<file path="config.mk">
export PLATFORM = sky130hd
export DESIGN_NAME = instr_loader_flat
export DESIGN_NICKNAME = d
export VERILOG_FILES = /design/src/rtl/loader_pkg.sv /design/src/rtl/instr_loader_if.sv /design/src/rtl/loader_checksum.sv /design/src/rtl/instr_loader.sv /design/src/flat_wrapper.sv
export SDC_FILE = /design/constraint.sdc
export NUM_CORES = 1
export LEC_CHECK = 0
export ABC_AREA = 0
export ABC_CLOCK_PERIOD_IN_PS = 2300
export CAP_MARGIN = 20
export CORE_MARGIN = 2
export CORE_UTILIZATION = 40
export DETAILED_ROUTE_END_ITERATION = 12
export PLACE_DENSITY = 0.81
export REMOVE_ABC_BUFFERS = 1
export SKIP_CTS_REPAIR_TIMING = 1
export SLEW_MARGIN = 20
export SYNTH_ARGS = -nofsm -noshare
export SYNTH_HDL_FRONTEND = slang
export SYNTH_SLANG_ARGS = --single-unit
</file>
<file path="constraint.sdc">
create_clock -name clk -period 2.3 [get_ports clk]
set_clock_uncertainty 0.2 [all_clocks]
set_input_delay 0.345 -clock clk [delete_from_list [all_inputs] [get_ports clk]]
set_output_delay 0.345 -clock clk [all_outputs]
set_load 0.02 [all_outputs]
</file>
<file path="src/rtl/loader_pkg.sv">
// loader_pkg: shared state encoding, default depth and address shift
// for the instr_loader boot program loader.
package loader_pkg;

  // Loader FSM states; ST_CSUM is only reachable with LOADER_CHECKSUM_EN.
  typedef enum logic [2:0] {
    ST_IDLE  = 3'd0,
    ST_LOAD  = 3'd1,
    ST_CSUM  = 3'd2,
    ST_DRAIN = 3'd3,
    ST_RUN   = 3'd4,
    ST_ERROR = 3'd5
  } state_e;

  // Default instruction-cache capacity in 32-bit words.
  localparam int DEFAULT_DEPTH = 64;

  // Word index to byte address shift (4 bytes per instruction word).
  localparam int ADDR_SHIFT = 2;

endpackage

</file>
<file path="src/rtl/instr_loader_if.sv">
// instr_loader_if: valid/ready instruction stream feeding the loader.
// The master drives words, the slave (loader) returns in_ready.
interface instr_loader_if;
  logic        in_valid;
  logic [31:0] in_data;
  logic        in_last;
  logic        in_ready;

  modport master (output in_valid, output in_data, output in_last, input in_ready);
  modport slave  (input in_valid, input in_data, input in_last, output in_ready);
endinterface

</file>
<file path="src/rtl/loader_checksum.sv">
// loader_checksum: XOR accumulator over the written program words with
// clear, enable and an equality compare against the checksum beat.
// Only compiled when LOADER_CHECKSUM_EN is defined.
`ifdef LOADER_CHECKSUM_EN
module loader_checksum (
  input  logic        clk,
  input  logic        rst,
  input  logic        i_clr,
  input  logic        i_en,
  input  logic [31:0] i_data,
  input  logic [31:0] i_cmp_data,
  output logic        o_match
);

  logic [31:0] r_acc;

  // Accumulate each written word; cleared at the start of every load.
  always_ff @(posedge clk) begin
    if (rst) begin
      r_acc <= '0;
    end else if (i_clr) begin
      r_acc <= '0;
    end else if (i_en) begin
      r_acc <= r_acc ^ i_data;
    end
  end

  assign o_match = (r_acc == i_cmp_data);

endmodule
`endif

</file>
<file path="src/rtl/instr_loader.sv">
// instr_loader: holds the core in reset, streams instruction words into
// the instruction cache from byte address 0, then releases the core.
// Optional feature macro: LOADER_CHECKSUM_EN (trailing XOR checksum beat).
module instr_loader
  import loader_pkg::*;
#(
  parameter int DEPTH = DEFAULT_DEPTH,
  parameter int CW    = $clog2(DEPTH) + 1
) (
  input  logic              clk,
  input  logic              rst,
  input  logic              start,
  instr_loader_if.slave     s,
  output logic              imem_we,
  output logic [31:0]       imem_addr,
  output logic [31:0]       imem_wdata,
  output logic              core_rst,
  output logic              done,
  output logic              error,
  output logic [CW-1:0]     word_count
);

  localparam logic [CW-1:0] FULL_COUNT = CW'(DEPTH);

  state_e        r_state;
  logic          r_we;
  logic [31:0]   r_addr;
  logic [31:0]   r_wdata;
  logic          r_core_rst;
  logic          r_done;
  logic          r_error;
  logic [CW-1:0] r_wc;

  logic w_accept;
  logic w_full;
  logic w_wr;
  logic w_start_ok;
  logic w_csum_match;

  // in_ready is the only output decoded straight from state.
  assign s.in_ready  = (r_state == ST_LOAD) || (r_state == ST_CSUM);
  assign w_accept    = s.in_valid && s.in_ready;
  assign w_full      = (r_wc == FULL_COUNT);
  assign w_wr        = w_accept && (r_state == ST_LOAD) && !w_full;
  assign w_start_ok  = start && (r_state inside {ST_IDLE, ST_RUN, ST_ERROR});

`ifdef LOADER_CHECKSUM_EN
  loader_checksum u_csum (
    .clk        (clk),
    .rst        (rst),
    .i_clr      (w_start_ok),
    .i_en       (w_wr),
    .i_data     (s.in_data),
    .i_cmp_data (s.in_data),
    .o_match    (w_csum_match)
  );
`else
  assign w_csum_match = 1'b0;
`endif

  // Loader FSM with registered write port and status outputs.
  always_ff @(posedge clk) begin
    if (rst) begin
      r_state    <= ST_IDLE;
      r_we       <= 1'b0;
      r_addr     <= '0;
      r_wdata    <= '0;
      r_core_rst <= 1'b1;
      r_done     <= 1'b0;
      r_error    <= 1'b0;
      r_wc       <= '0;
    end else begin
      // NOTE: non-blocking assignments throughout; the write strobe defaults
      // low each cycle so every accepted word yields exactly one pulse.
      r_we <= 1'b0;
      case (r_state)
        ST_IDLE: begin
          if (start) begin
            r_state <= ST_LOAD;
            r_wc    <= '0;
          end
        end
        ST_LOAD: begin
          if (s.in_valid) begin
            if (w_full) begin
              // Overflow: drop the beat, never write past the cache.
              r_state <= ST_ERROR;
              r_error <= 1'b1;
            end else begin
              r_we    <= 1'b1;
              r_addr  <= 32'(r_wc) << ADDR_SHIFT;
              r_wdata <= s.in_data;
              r_wc    <= r_wc + CW'(1);
              if (s.in_last) begin
`ifdef LOADER_CHECKSUM_EN
                r_state <= ST_CSUM;
`else
                r_state <= ST_DRAIN;
`endif
              end
            end
          end
        end
`ifdef LOADER_CHECKSUM_EN
        ST_CSUM: begin
          if (s.in_valid) begin
            if (w_csum_match) begin
              r_state    <= ST_RUN;
              r_core_rst <= 1'b0;
              r_done     <= 1'b1;
            end else begin
              r_state <= ST_ERROR;
              r_error <= 1'b1;
            end
          end
        end
`endif
        ST_DRAIN: begin
          // Final write is on the bus this cycle; release afterwards.
          r_state    <= ST_RUN;
          r_core_rst <= 1'b0;
          r_done     <= 1'b1;
        end
        ST_RUN, ST_ERROR: begin
          if (start) begin
            r_state    <= ST_LOAD;
            r_wc       <= '0;
            r_core_rst <= 1'b1;
            r_done     <= 1'b0;
            r_error    <= 1'b0;
          end
        end
        default: begin
          r_state <= ST_IDLE;
        end
      endcase
    end
  end

  assign imem_we    = r_we;
  assign imem_addr  = r_addr;
  assign imem_wdata = r_wdata;
  assign core_rst   = r_core_rst;
  assign done       = r_done;
  assign error      = r_error;
  assign word_count = r_wc;

endmodule
</file>
<file path="src/flat_wrapper.sv">
// flat-port wrapper written by rule: the top's interface ports become plain ports
module instr_loader_flat import loader_pkg::*;
#(
  parameter int DEPTH = DEFAULT_DEPTH,
  parameter int CW    = $clog2(DEPTH) + 1
)
  (clk, rst, start, imem_we, imem_addr, imem_wdata, core_rst, done, error, word_count, s_in_valid, s_in_data, s_in_last, s_in_ready);
  instr_loader_if s_i ();
  input  logic clk;
  input  logic rst;
  input  logic start;
  output logic imem_we;
  output logic [31:0] imem_addr;
  output logic [31:0] imem_wdata;
  output logic core_rst;
  output logic done;
  output logic error;
  output logic [CW-1:0] word_count;
  input wire logic [$bits(s_i.in_valid)-1:0] s_in_valid;
  input wire logic [$bits(s_i.in_data)-1:0] s_in_data;
  input wire logic [$bits(s_i.in_last)-1:0] s_in_last;
  output wire logic [$bits(s_i.in_ready)-1:0] s_in_ready;
  assign s_i.in_valid = s_in_valid;
  assign s_i.in_data = s_in_data;
  assign s_i.in_last = s_in_last;
  assign s_in_ready = s_i.in_ready;
  instr_loader #(.DEPTH(DEPTH), .CW(CW)) u_core (.clk(clk), .rst(rst), .start(start), .s(s_i), .imem_we(imem_we), .imem_addr(imem_addr), .imem_wdata(imem_wdata), .core_rst(core_rst), .done(done), .error(error), .word_count(word_count));
endmodule
</file>
# [Yosys cells after proc, flatten, opt, wreduce, memory -nomap -nowiden]
# Index checks and enable logic that the tools add are counted.
[op_classes] addsub=1 n_eq_ne=12 n_mux=17 bitwise=3 n_reduce_logical=13
[op_table] operator="2-to-1 mux 7 bit" count=3
[op_table] operator="one-hot mux 7 bit (2 select lines)" count=1
[op_table] operator="2-to-1 mux 3 bit" count=4
[op_table] operator="one-hot mux 3 bit (3 select lines)" count=1
[op_table] operator="AND reduction 4 bit" count=2
[op_table] operator="adder 7 x 1 -> 7 bit (second input constant)" count=1
[op_table] operator="== test 7 bit (second input constant)" count=1
[op_table] operator="== test 3 x 2 -> 1 bit (second input constant)" count=2
[op_table] operator="== test 3 bit (second input constant)" count=2
[op_table] operator="!= test 2 bit (second input constant)" count=3
[op_table] operator="one-hot mux 1 bit (2 select lines)" count=3
[op_table] operator="AND reduction 3 bit" count=2
[op_table] operator="nonzero test 2 bit" count=3
[op_table] operator="OR reduction 3 bit" count=2
[op_table] operator="2-to-1 mux 1 bit" count=5
[op_table] operator="!= test 2 x 1 -> 1 bit (second input constant)" count=2
[op_table] operator="== test 3 x 1 -> 1 bit (second input constant)" count=1
[op_table] operator="zero test 3 bit" count=1
[op_table] operator="!= test 3 x 2 -> 1 bit (second input constant)" count=1
[op_table] operator="NOT 1 bit" count=3
[op_table] operator="AND reduction 2 bit" count=1
[op_table] operator="OR reduction 2 bit" count=1
[op_table] operator="logical OR 1 bit" count=1
[word_totals] regBits=53 inputBits=37 elab_cells=54

# [Longest topological paths before layout]
[depth] word_depth=4 mapped_depth=8

# [Worst setup path before layout]
# No wires, ideal clock.
[synth_timing] path_kind="reg2reg" from="reg u_core.r_wc[0] (netlist: u_core.word_count[0])" to="reg u_core.r_wc[4] (netlist: u_core.word_count[4])" setup_time_ns=0.117 arrival_ns=1.628 t_required_ns=1.983 slack_ns=0.355 path_stages_with_launch=8 path_buffers=1 synth_period_minus_slack_ns=1.945 cell_sequence="dfxtp_1 > inv_1 > ha_1 > nor2b_1 > a21bo_1 > buf_6 > a32o_1 > a22o_1"
[synth_between] elab_chain_cells=4
[synth_rtl] element="from (decl)" line="instr_loader.sv:32" rtl="logic [CW-1:0] r_wc;"
[synth_rtl] element="from (signal assigned)" line="instr_loader.sv:93" rtl="r_wc <= r_wc + CW'(1);"
[synth_rtl] element="adder 7 x 1 -> 7 bit" line="instr_loader.sv:93"
[synth_rtl] element="2-to-1 mux 7 bit" line="instr_loader.sv:85" rtl="if (w_full) begin"
[synth_rtl] element="2-to-1 mux 7 bit" line="instr_loader.sv:84" rtl="if (s.in_valid) begin"
[synth_rtl] element="one-hot mux 7 bit (2 select lines)" line="instr_loader.sv:76" rtl="case (r_state)"
# Parallel ways exist; a longest one is shown, timed or not. The select of a mux whose other input is x is not followed.
# A chain may end at the register's enable or synchronous reset.

# [Final worst setup path]
[layout_timing] from="reg u_core.r_state[0]" to="out s_in_ready"
[layout_between] elab_chain_cells=2
[layout_rtl] element="from (decl)" line="instr_loader.sv:25" rtl="state_e r_state;"
[layout_rtl] element="from (signal assigned)" line="instr_loader.sv:64" rtl="r_state <= ST_IDLE;"
[layout_rtl] element="from (signal assigned)" line="instr_loader.sv:79" rtl="r_state <= ST_LOAD;"
[layout_rtl] element="from (signal assigned)" line="instr_loader.sv:87" rtl="r_state <= ST_ERROR;"
[layout_rtl] element="== test 3 x 1 -> 1 bit or == test 3 x 2 -> 1 bit (tied branches)"
[layout_rtl] element="logical OR 1 bit *" line="instr_loader.sv:41" rtl="assign s.in_ready = (r_state == ST_LOAD) || (r_state == ST_CSUM);"
[layout_rtl] element="to (decl)" line="flat_wrapper.sv:22" rtl="output wire logic [$bits(s_i.in_ready)-1:0] s_in_ready;"
# Every way passes the cells marked *; elsewhere a longest branch is shown, timed or not.

==> qor.yml <==
grt_max_degree: 33
synth.distinct_cells: 40
critPathRequiredTime_ps: 1750
status: "finished clean"
path_max_fanout: 7
antenna_found_initial: 0
crit-reg2reg-launch: "u_core.word_count[0]"
synth_edf_count: 0
syn_area_sq_um: 2287
dieHeight_microns: 79.62
cap_violations: 0
core_sq_um: 5507
ir_drop_uv: 322.7
dp_hpwl_microns: 3874
worst-path-buf-inv: 1
avgRoutedWirePerCell_microns: 11.93
path_cells: "xnor2_1 > nor2_1 > clkdlybuf4s50_1"
wl_microns: 5275
via_per_inst: 4.771
numCtsBuffers: 5
hold_start: "u_core.imem_wdata[10]"
cts_sinks: 53
clockRootBuffer: "clkbuf_8"
fmax_mhz: 477.1
ys_async_sr_fraction_pct: 0
ios: 113
avgSynthCellArea_sq_um: 8.025
dp.cells: 434
vias: 2109
htreeDepth: 2
crit_family: "buffers and inverters"
clk-insertion-delay-late_ps: 300
setup_slack_ps: 203.9
path_clk_slew_ps: 90
fin_crit_ps: 2096
ys.flop_type: "dfxtp_1"
instances_no_fill: 442
ys_seq_elements: 53
fillers: 507
min_period_over_period_pct: 91.13
yosysWarnings: 0
register_area_sq_um: 1062
placementRows: 27
ys_seq_area_share_pct: 46.39
diodes: 0
startpoint_type: "register"
drt.antenna.violating_nets: 0
nets: 408
die_area_sq_um: 6339
rsz0062_at_grt: "no"
die_width_microns: 79.62
grt_remaining_overflow: 0
clockBufferDepth: 2
hold_ws_ps: 257.8
yosys-top-cells-count: "nand2_1 (88), dfxtp_1 (53), a21oi_1 (43)"
setup_viol: 0
hold_path.class: "reg2reg"
start_util_pct: 41.54
grt_pass1_wl_microns: 8514
areaGrowthSynthToFinish_pct: 42.34
synth_most_common_cell: "nand2_1"
synthCells: 285
synth_top_area_cell: "dfxtp_1"
slowest_delay_ps: 610
worstSetupStartpoint: "u_core.r_state[0]"
portBuffers: 87
cp_slowest_cell: "clkdlybuf4s50_1"
slew_violations: 0
power_leakage_uw: 0.001175
post-place-ws_ps: 117.0
synth_top_area_share_pct: 46.39
powerDensity_nw_per_um2: 588.5
grt_pass1_vias: 1927
path_class: "reg2out"
cts_tree: "done"
synthTopCellsByArea: "dfxtp_1 (46%), nand2_1 (14%), a21oi_1 (9.4%), buf_4 (8.9%), nor2_1 (1.6%)"
place_congestion: 0.7865
drt_iter0_markers: 47
multiInputGateArea_sq_um: 1037
finalHoldViolCount: 0
drive_above_1_share_pct: 5.135
first_pass_iters: 4
arrival_ps: 1550
detail_route.drc_violations: 0
track_usage_pct: 16.66
crit_path_end_kind: "output port"
==> registers in the layout, indices dropped and copies added (netlist names) <==
signal,cells
u_core.done,1
u_core.imem_wdata,32
u_core.imem_we,1
u_core.word_count,7
u_core.r_state,3
u_core.error,1
u_core.imem_addr,7
u_core.core_rst,1
==> final cells by class <==
type	count	share of cell area [%]
clock buffers	7	2.652
clock inverters	1	0.9224
inverters	5	0.5765
multi-input cells	210	31.86
flip-flops and latches	53	32.63
well taps	72	2.767
repair buffers	94	28.59
==> cells by family after synthesis <==
| kind of cell | share of synthesized area [%] |
|---|---|
| mux | 0.4377 |
| buf+inv | 12.53 |
| xor+xnor | 0.3830 |
| flops | 46.39 |
| compound gates | 15.76 |
| other cells | 0.1640 |
| fa+ha+maj | 1.094 |
| simple gates | 23.25 |
==> cell usage in the layout (no fill, tap or decap), types with 2 or more instances in the layout <==
cell,Yosys,final
nand2_1,88,88
o21ai_0,4,4
nand2b_1,3,3
clkbuf_8,0,6
nand3_1,4,4
nor2b_1,4,4
nor3_1,3,3
conb_1,1,25
nor2_1,10,10
buf_4,27,6
o32a_1,2,2
ha_1,2,2
clkdlybuf4s50_1,0,86
dfxtp_1,53,52
inv_1,5,5
a21oi_1,43,43
==> worst reg2reg max path, stage by stage (launching register included) <==
cell and delay (ps):
dfxtp_1 430, inv_1 80, ha_1 200, nor2b_1 140
buf_4 160, a21boi_4 180, buf_12 190, nand2_1 90
a21oi_1 130
==> layer usage <==
metal  GRT usage (%)  up-vias  wire length, microns
met2           29.66       72                  2509
met1           19.38      981                  2306
met5               0        -                     0
met4           4.310        0                    38
met3           4.977        6                   421
li1                -     1050                     -
==> path summary, 6_finish.rpt <==
path                           endpoint  slack, ps  cells past startpoint
setup reg to reg  u_core.imem_wdata[13]        440                      8
hold reg to reg   u_core.imem_wdata[10]        260                      2
hold / removal    u_core.imem_wdata[10]        260                      2
setup / recovery             s_in_ready        200                      3
==> per-stage QoR <==
step	cell area, sq um	total power, uW	util [%]	setup TNS [ps]
2_1_floorplan	2110	1130	-	-650.5
3_3_place_gp	3138	1293	56.99	0
3_5_place_dp	3138	1298	56.99	0
4_1_cts	3254	1938	59.10	0
5_1_grt	3256	2012	59.12	0
6_report	3256	1916	59.12	0
==> power by group <==
part | internal [uW] | switching, uW | leakage (uW)
combinational | 143 | 169 | 0.000686
clock | 355 | 285 | 0.0000585
sequential | 946 | 18.9 | 0.000431
(Power assumes the default switching activity.)
